`src/rtl/spimem_arb.sv`:
```
`timescale 1ns/1ps
// Round-robin arbiter of two read requesters onto one flash read port, with a one-word hit buffer and deferred config writes.
// Latency: hit 0 cycles; miss 1 arbitration cycle + flash latency; config write 2 cycles when no read is in flight.
// Backpressure: requesters hold valid until ready; a config write waits in IDLE until any in-flight read completes.
module spimem_arb #(
    parameter bit HIT_EN = 1'b1
) (
    input  logic        clk,
    input  logic        resetn,

    input  logic        m0_valid,
    output logic        m0_ready,
    input  logic [23:0] m0_addr,
    output logic [31:0] m0_rdata,

    input  logic        m1_valid,
    output logic        m1_ready,
    input  logic [23:0] m1_addr,
    output logic [31:0] m1_rdata,

    input  logic        cfg_valid,
    output logic        cfg_ready,
    input  logic [3:0]  cfg_we,
    input  logic [31:0] cfg_di,
    output logic [31:0] cfg_do,

    output logic        mem_valid,
    input  logic        mem_ready,
    output logic [23:0] mem_addr,
    input  logic [31:0] mem_rdata,
    output logic [3:0]  mem_cfgreg_we,
    output logic [31:0] mem_cfgreg_di,
    input  logic [31:0] mem_cfgreg_do
);

    typedef enum logic [1:0] {
        IDLE = 2'd0,
        XFER = 2'd1,
        CFG  = 2'd2
    } state_t;

    state_t      state;
    state_t      state_nxt;

    // rr_last: 0 = m0 won last, 1 = m1 won last. grant: requester owning the XFER.
    logic        rr_last;
    logic        grant;
    logic        buf_valid;
    logic [23:0] buf_addr;
    logic [31:0] buf_data;

    logic        win;
    logic [23:0] win_addr;
    logic        any_req;
    logic        hit;
    logic        rr_upd;
    logic        load_grant;
    logic        fill_buf;
    logic        inval_buf;

    // Readback is a straight passthrough; it never depends on arbitration state.
    assign cfg_do  = mem_cfgreg_do;
    assign any_req = m0_valid | m1_valid;
    assign hit     = HIT_EN && buf_valid && (win_addr == buf_addr);

    // Winner selection: on a tie the requester that did not win last goes next.
    always_comb begin
        win = 1'b0;
        if (m0_valid && m1_valid) begin
            win = ~rr_last;
        end else if (m1_valid) begin
            win = 1'b1;
        end
        win_addr = win ? m1_addr : m0_addr;
    end

    // State register; async reset drops mem_valid immediately and abandons any transfer.
    always_ff @(posedge clk or negedge resetn) begin
        if (!resetn) begin
            state <= IDLE;
        end else begin
            state <= state_nxt;
        end
    end

    // Next state and all handshake outputs; read data is forced to zero unless its ready is high.
    always_comb begin
        state_nxt     = state;
        m0_ready      = 1'b0;
        m1_ready      = 1'b0;
        m0_rdata      = 32'd0;
        m1_rdata      = 32'd0;
        cfg_ready     = 1'b0;
        mem_valid     = 1'b0;
        mem_cfgreg_we = 4'd0;
        mem_cfgreg_di = 32'd0;
        rr_upd        = 1'b0;
        load_grant    = 1'b0;
        fill_buf      = 1'b0;
        inval_buf     = 1'b0;
        case (state)
            IDLE: begin
                // A pending config write blocks both new grants and hit service.
                if (cfg_valid) begin
                    state_nxt = CFG;
                end else if (any_req) begin
                    rr_upd = 1'b1;
                    if (hit) begin
                        if (win) begin
                            m1_ready = 1'b1;
                            m1_rdata = buf_data;
                        end else begin
                            m0_ready = 1'b1;
                            m0_rdata = buf_data;
                        end
                    end else begin
                        load_grant = 1'b1;
                        state_nxt  = XFER;
                    end
                end
            end
            XFER: begin
                mem_valid = 1'b1;
                if (mem_ready) begin
                    // The buffer fills even if the owner has withdrawn; only the ready is suppressed.
                    fill_buf  = 1'b1;
                    state_nxt = IDLE;
                    if (grant) begin
                        if (m1_valid) begin
                            m1_ready = 1'b1;
                            m1_rdata = mem_rdata;
                        end
                    end else begin
                        if (m0_valid) begin
                            m0_ready = 1'b1;
                            m0_rdata = mem_rdata;
                        end
                    end
                end
            end
            CFG: begin
                // Single-cycle write; a zero byte mask is still a full handshake.
                mem_cfgreg_we = cfg_we;
                mem_cfgreg_di = cfg_di;
                cfg_ready     = 1'b1;
                inval_buf     = 1'b1;
                state_nxt     = IDLE;
            end
            default: begin
                state_nxt = IDLE;
            end
        endcase
    end

    // Arbitration history, granted address and hit buffer contents.
    always_ff @(posedge clk or negedge resetn) begin
        if (!resetn) begin
            rr_last   <= 1'b1;
            grant     <= 1'b0;
            mem_addr  <= 24'd0;
            buf_valid <= 1'b0;
            buf_addr  <= 24'd0;
            buf_data  <= 32'd0;
        end else begin
            if (rr_upd) begin
                rr_last <= win;
            end
            if (load_grant) begin
                grant    <= win;
                mem_addr <= win_addr;
            end
            if (fill_buf) begin
                buf_addr  <= mem_addr;
                buf_data  <= mem_rdata;
                buf_valid <= HIT_EN;
            end else if (inval_buf) begin
                buf_valid <= 1'b0;
            end
        end
    end

endmodule

```
`config.mk`:
```
export PLATFORM = sky130hd
export DESIGN_NAME = spimem_arb
export DESIGN_NICKNAME = d
export VERILOG_FILES = /design/src/rtl/spimem_arb.sv
export SDC_FILE = /design/constraint.sdc
export NUM_CORES = 1
export LEC_CHECK = 0
export CORE_MARGIN = 2
export CORE_UTILIZATION = 32
export CTS_BUF_LIST = sky130_fd_sc_hd__clkbuf_8
export DETAILED_ROUTE_END_ITERATION = 16
export GPL_ROUTABILITY_DRIVEN = 0
export PLACE_DENSITY = 0.7
export SLEW_MARGIN = 15
export SYNTH_ARGS = -nofsm -noshare
export SYNTH_HDL_FRONTEND = slang
export SYNTH_SLANG_ARGS = --single-unit
```
`constraint.sdc`:
```
create_clock -name clk -period 11.92 [get_ports clk]
set_clock_uncertainty 0.15 [all_clocks]
set_input_delay 2.384 -clock clk [delete_from_list [all_inputs] [get_ports clk]]
set_output_delay 2.384 -clock clk [all_outputs]
set_load 0.1 [all_outputs]
```
==> results.env, run 1 <==
SYNTH.YOSYS.WARNINGS=0
NUMBER_OF_SYNTHESIZED_REGISTER_BITS=85
HOLDCRITPATHCLASS='reg2reg'
INITIAL_UTILIZATION=0.324
GRT_FIRST_PASS_WIRELENGTH_MM=28.7
TIMING.SETUP.CRITICAL_PATH_CLASS='in2out'
RUN_STATUS='completed'
PLACEMENT_ROWS=47
SYNTH-EDFF-COUNT=0
PORT-BUFFER-COUNT=249
DIE_H_UM=133
HPWLAFTERDP_MM=13.5
MAXSLEWVIOLCOUNT=0
POWER-PER-CELL-AREA_mW_PER_MM2=200
YOSYSUNIQUECELLTYPES=52
TOTAL_INSERTED_ANTENNA_CELLS=0
INITIALDRTVIOLATIONCOUNT=347
VIASPERCELL=5.03
SETUP_TNS_NS=0
POWER.COMBINATIONAL.FRACTION=0.534
P_SW_uW=818
DESIGN.FINAL.NETS=955
CLOCK_POWER_SHARE=0.129
SWITCHING_SHARE=0.514
FIRST_GLOBAL_VIAS=5176
MAX-VDD-IR-DROP_V=0.000142
LAYOUT-AREA-OVERHEAD-VS-SYNTH_PCT=50.3
CELL_INTERNAL_PWR_uW=773
FINALSETUPVIOLCOUNT=0
STATIC-LEAKAGE-POWER_nW=3.34
GRT_REMAINING_OVERFLOW=0
SYNTH_FLOP_CELL='dfrtp_1'
CLOCK_TREE.HTREE_LEVEL_COUNT=3
HOLD_BUFS_AT_CTS=0
RELATIVE_CONTRIBUTION_OF_SEQUENTIAL_CELLS_TO_TOTAL_POWER=0.337
DETAILEDPLACE.WORSTSLACK_NS=2.05
FINAL_ROUTED_WIRELENGTH_MM=18.6
WORST-SLEW-PIN-TRANSITION_NS=1.10
CRITPATHARRIVALTIME_NS=7.35
REQUIRED_NS=9.39
GRTUSAGETOTAL=0.207
NUMCTSBUFFERS=9
LAYOUT_WORST_PATH_CYCLE_SHARE=0.829
DRT.ANTENNA.VIOLATING_NETS=0
MIN_DELAY_PATH_DEPTH=1
MIN_TO='state[1]'
WORST_SETUP_HOLD_PATH_CLK_SLEW_NS=0.08
POST-CTS-SETUP-BUFFERS=0
FMAXACHIEVABLE_MHz=101
SETUP_WS_NS=2.03
ENDPOINT_KIND='output pin'
DIE_WIDTH_UM=133
CTS_TREE='yes'
MIN_PERIOD_NS=9.89
R2R_SETUP_SLACK_NS=7.77
REGTOREGSTARTPOINT='rr_last'
LAYOUT_COMMON_CELLS='clkdlybuf4s50_1, nand2_1, dfrtp_1'
ROUTE.DETAILED.DRC=0
HOLD_VIOL=0
RR_ENDPOINT='mem_addr[22]'
ANTENNA_VIOLATIONS_BEFORE_REPAIR=0
CAP_VIOLATIONS=0
CLKLATENCYLATEPIN_NS=0.37
CTSLONGESTPATHBUFFERS=2
TIMING.SLEW.HEADROOM=0.263
POST_ROUTE_CELLS_DRIVE_ABOVE_1_SHARE=0.0645
GRT_START_MAX_NET_PINS=51
DESIGN.PORTCOUNT=314
CORE-AREA_MM2=0.0163
FF2FF_PATH_DEPTH=9
CRITPATHLAUNCHTYPE='input port'
SYNTH_NETS=757
POST_CTS_RESIZE_COUNT=0
YS_SEQ_AREA_FRAC=0.402
CLKSINKCOUNT=85
SYNTH.AVG_CELL_AREA_UM2=8.78
MOSTFREQUENTLAYOUTCELL='clkdlybuf4s50_1'
GRT_SETUP_UNREPAIRED='no'
NUM_VIAS=5165
NETLIST_AREA_MM2=0.00529
WORST_HOLD_STARTPOINT='state[1]'
CLK_ROOT_BUFFER_CELL='clkbuf_8'
SYNTHCELLS=603
ASYNC_FLOP_SHARE=1.00
CRITICAL_PATH.MAX_FANOUT=28
FIRSTDRTPASSITERS=5
DIE-AREA_MM2=0.0176
ROUTED_WIRE_LENGTH_PER_INSTANCE_UM=18.1
## worst max path at each step
stage	startpoint	to	cells after the start
after floorplan	m1_valid	m1_rdata[10]	9
after global placement	m0_valid	m1_rdata[31]	9
after detailed placement	m0_valid	m1_rdata[31]	8
after CTS	m0_valid	m1_rdata[31]	8
after global routing	m0_valid	m1_rdata[31]	8
final	m0_valid	m1_rdata[31]	8
## power by group through the flow
stage | combinational, mW | clock (mW) | sequential, mW
finish | 0.850 | 0.205 | 0.536
global route | 0.903 | 0.223 | 0.556
CTS | 0.854 | 0.213 | 0.536
detailed placement | 0.853 | 0 | 0.541
global placement | 0.846 | 0 | 0.537
floorplan | 0.437 | 0 | 0.756
## cells by family after synthesis
family / synth area share
buffers and inverters: 0.0835
multiplexers: 0.0586
XOR/XNOR: 0.0265
AND/OR/NAND/NOR: 0.238
flip-flops: 0.402
AO/OA/AOI/OAI: 0.191
## cells in the mapped netlist, types with 3 or more instances
library cell / n / area share
nand2_1: 194 / 0.14
dfrtp_1: 84 / 0.40
and2_1: 39 / 0.046
buf_4: 33 / 0.047
clkbuf_1: 33 / 0.023
a32o_1: 32 / 0.061
a22o_1: 31 / 0.051
nand2b_1: 18 / 0.021
o22a_1: 14 / 0.023
mux2i_1: 13 / 0.025
o21ai_0: 10 / 0.0095
xor2_1: 10 / 0.017
inv_1: 9 / 0.0064
mux2_2: 9 / 0.019
mux2_1: 7 / 0.015
xnor2_1: 6 / 0.0099
buf_2: 5 / 0.0047
nor2_1: 5 / 0.0035
a211oi_1: 4 / 0.0057
a22oi_1: 4 / 0.0057
nand4_1: 4 / 0.0047
a31oi_1: 3 / 0.0035
## routing by layer
layer | vias to the layer above | part of all wire | GRT usage
met4 | 0 | 0.013 | 0.0627
met1 | 2484 | 0.42 | 0.263
met5 | - | 0 | 0
li1 | 2453 | - | -
met3 | 18 | 0.073 | 0.0444
met2 | 210 | 0.50 | 0.355
## critical path: stages
cell and delay, ns:
clkdlybuf4s50_1 0.56, a21boi_4 0.86, mux2_2 0.44, a222oi_1 0.54, nand4_1 0.29, nor3_2 0.81, a41o_1 0.27, clkdlybuf4s50_1 1.18
## sequential cells by signal (all words and copies together), names as in the netlist
| name | flops |
|---|---|
| buf_addr | 24 |
| buf_data | 32 |
| buf_valid | 1 |
| grant | 1 |
| mem_addr | 24 |
| rr_last | 1 |
| state | 2 |
## area by class of cell
| type | count | area, um^2 |
|---|---|---|
| Fill cell | 1631 | 8400 |
| Tap cell | 220 | 275 |
| Sequential cell | 85 | 2130 |
| Timing Repair Buffer | 259 | 2560 |
| Inverter | 9 | 33.8 |
| Multi-Input combinational cell | 437 | 2750 |
| Clock buffer | 13 | 179 |
| Clock inverter | 3 | 18.8 |
## through the flow
stage	hold slack [ns]	total power, mW	utilization	std cells	instance area, um^2
floorplan	0.296	1.19	-	603	5290
global placement	0.315	1.38	0.474	1010	7750
detailed placement	0.325	1.39	0.474	1010	7750
CTS	0.336	1.60	0.486	1026	7950
global route	0.373	1.68	0.486	1026	7950
finish	0.342	1.59	0.486	1026	7950
Note: power is estimated with default switching activity, not from simulation.
==> run 2, diff against run 1 <==
clock period = 10.05 ns   (was 11.92 ns; I/O delays follow)
==> run 2 against run 1 <==
  * Critical endpoint is now m1_rdata[11]
  * Total power up 22%
  * Cell area shrank 0.42%
  * Via count is 0.23% higher
  * Critical path depth rose by 3
  * Sequential power increased by 20%
  * Largest cell class unchanged
  * Global-route usage rose by 0.29 points
  * Register-to-register slack lost 1.5 ns
  * Die area unchanged
  * Count of clock-buffer cells in the layout decreased by 4
  * Largest power group unchanged
  * Flip-flop and latch count stayed put
  * Non-clock buffer count increased by 2
  * Combinational power rose by 19%
==> results.env, run 2 (synthesis gave the netlist of run 1 again) <==
CTS_TREE='yes'  # unchanged
HOLDCRITPATHCLASS='reg2reg'  # unchanged
SETUP_TNS_NS=0  # unchanged
DESIGN.FINAL.NETS=957  # was 955
FIRST_GLOBAL_VIAS=5196  # was 5176
CELL_TYPE_OF_THE_SLOWEST_STAGE_ON_THE_WORST_TIMING_PATH='nor4_4'  # was clkdlybuf4s50_1
PLACEMENT_ROWS=47  # unchanged
POST_ROUTE_CELLS_DRIVE_ABOVE_1_SHARE=0.111  # was 0.0645
FIRSTDRTPASSITERS=5  # unchanged
INITIALDRTVIOLATIONCOUNT=257  # was 347
LAYOUT_COMMON_CELLS='clkdlybuf4s50_1, nand2_1, dfrtp_1'  # unchanged
FF2FF_PATH_DEPTH=9  # unchanged
TIMING.SETUP.CRITICAL_PATH_CLASS='in2out'  # unchanged
STATIC-LEAKAGE-POWER_nW=3.45  # was 3.34 nW
DIE_H_UM=133  # unchanged
PATH_DELAY_FAMILY='buffers and inverters'  # unchanged
CRIT_PATH_CELL_TRACE='clkdlybuf4s50_1, a21boi_4, buf_4, mux2i_1, xor2_1, nand2_1, or4_1, nor4_4, buf_4, a22o_1, buf_4'  # was clkdlybuf4s50_1, a21boi_4, mux2_2, a222oi_1, nand4_1, nor3_2, a41o_1, clkdlybuf4s50_1
GRT_SETUP_UNREPAIRED='no'  # unchanged
MIN_DELAY_PATH_DEPTH=1  # unchanged
MOST_COMMON_CELL_TYPE_ON_THE_CRITICAL_PATH='buf_4'  # was clkdlybuf4s50_1
LAYOUT_WORST_PATH_CYCLE_SHARE=0.864
ROUTED_WIRE_LENGTH_PER_INSTANCE_UM=18.3  # was 18.1 um
CRITICAL_PATH.STARTPOINT='m1_valid'  # was m0_valid
FINAL_ROUTED_WIRELENGTH_MM=18.8  # was 18.6 mm
RR_ENDPOINT='mem_addr[19]'  # was mem_addr[22]
CRITICAL_PATH_BUF_INV_COUNT=4  # was 2
DIE_WIDTH_UM=133  # unchanged
HOLD_VIOL=0  # unchanged
NUMCTSBUFFERS=9  # unchanged
MIN_PERIOD_NS=8.69
CLK_ROOT_BUFFER_CELL='clkbuf_8'  # unchanged
VIASPERCELL=5.04  # was 5.03
POST_CTS_RESIZE_COUNT=0  # unchanged
MOSTFREQUENTLAYOUTCELL='clkdlybuf4s50_1'  # unchanged
INITIAL_UTILIZATION=0.324  # unchanged
DRT.ANTENNA.VIOLATING_NETS=0  # unchanged
REQUIRED_NS=7.89  # was 9.39 ns
CLKLATENCYLATEPIN_NS=0.37  # about the same
FILLCELLCOUNT=1606  # was 1631
HOLD_BUFS_AT_CTS=0  # unchanged
PORT-BUFFER-COUNT=249  # unchanged
GRTUSAGETOTAL=0.210  # was 0.207
TOTAL_INSERTED_ANTENNA_CELLS=0  # unchanged
LAYOUT-AREA-OVERHEAD-VS-SYNTH_PCT=49.6  # was 50.3%
CLOCK_TREE.HTREE_LEVEL_COUNT=3  # unchanged
FINALSETUPVIOLCOUNT=0  # unchanged
CRITICAL_PATH.MAX_FANOUT=20  # was 28
WORST_SETUP_ENDPOINT='m1_rdata[11]'  # was m1_rdata[31]
POWER-PER-CELL-AREA_mW_PER_MM2=246  # was 200 mW/mm^2
RUN_STATUS='completed'  # unchanged
WORST-SLEW-PIN-TRANSITION_NS=1.12  # was 1.10 ns
CORE-AREA_MM2=0.0163  # unchanged
LARGESTREGISTERS='buf_data x32, buf_addr x24, mem_addr x24'  # unchanged
CAP_VIOLATIONS=0  # unchanged
GRT_START_MAX_NET_PINS=50  # was 51
POWER.TOTAL_mW=1.95  # was 1.59 mW
DIE-AREA_MM2=0.0176  # unchanged
ANTENNA_VIOLATIONS_BEFORE_REPAIR=0  # unchanged
FMAXACHIEVABLE_MHz=115
DESIGN.PORTCOUNT=314  # unchanged
CP.DEPTH=11  # was 8
WORST_SETUP_HOLD_PATH_CLK_SLEW_NS=0.08  # about the same
MAX-VDD-IR-DROP_V=0.000142  # about the same
REGTOREGSTARTPOINT='rr_last'  # unchanged
GRT_FIRST_PASS_WIRELENGTH_MM=29.2  # was 28.7 mm
NUM_VIAS=5177  # was 5165
HPWLAFTERDP_MM=13.8  # was 13.5 mm
MAXSLEWVIOLCOUNT=0  # unchanged
GRT_REMAINING_OVERFLOW=0  # unchanged
POST-CTS-SETUP-BUFFERS=0  # unchanged
ENDPOINT_KIND='output pin'  # unchanged
LARGEST_REGISTER_FF_COUNT=32  # unchanged
R2R_SETUP_SLACK_NS=6.26  # was 7.77 ns
CRITPATHLAUNCHTYPE='input port'  # unchanged
SLOWEST_DELAY_NS=0.79  # was 1.18 ns
CRITPATHARRIVALTIME_NS=6.53  # was 7.35 ns
TIMING.SLEW.HEADROOM=0.254  # was 0.263
LARGEST-REGISTER='buf_data'  # unchanged
CLKSINKCOUNT=85  # unchanged
ROUTE.DETAILED.DRC=0  # unchanged
CTSLONGESTPATHBUFFERS=2  # unchanged
==> run 2: worst reg2reg max path, delay by kind of cell, from the launching register on <==
kind                   cells  cell delay (ns)
flip-flops                 1             0.40
multiplexers               2             0.79
buffers and inverters      2             0.68
AO/OA/AOI/OAI              2             1.04
AND/OR/NAND/NOR            3             0.63
==> run 2: routing by layer <==
| metal | share of wire | up-vias | global-route usage |
|---|---|---|---|
| li1 | - | 2459 | - |
| met2 | 0.48 | 214 | 0.347 |
| met3 | 0.073 | 34 | 0.0510 |
| met5 | 0 | - | 0 |
| met1 | 0.42 | 2470 | 0.261 |
| met4 | 0.032 | 0 | 0.0950 |
==> run 2: layout make-up <==
class	count	area [um^2]	share of cell area
inverter	9	33.8	0.00427
sequential	85	2130	0.269
tap	220	275	0.0348
clock inverter	7	115	0.0145
timing repair buffer	261	2490	0.314
clock buffer	9	124	0.0156
multi-input combinational	437	2750	0.348
==> run 2: worst min path at each step <==
stage / startpoint / endpoint / slack, ns
floorplan: state[1] / state[1] / 0.30
global placement: state[1] / state[1] / 0.31
detailed placement: state[1] / state[1] / 0.32
CTS: state[1] / state[1] / 0.34
global route: mem_addr[18] / buf_addr[18] / 0.37
finish: state[1] / state[1] / 0.34
==> run 2: power breakdown <==
group          total (mW)  internal [mW]  switching, mW
clock               0.294          0.164          0.130
combinational        1.01          0.302          0.710
sequential          0.641          0.497          0.143
==> run 2: through the flow <==
step,util,area (um^2),worst slack (ns),hold WS [ns],instances
global placement,0.469,7670,1.38,0.315,1012
finish,0.484,7920,1.36,0.343,1028
global route,0.484,7920,1.06,0.371,1028
detailed placement,0.469,7670,1.35,0.323,1012
CTS,0.484,7910,1.34,0.337,1028
floorplan,-,5290,2.98,0.296,603
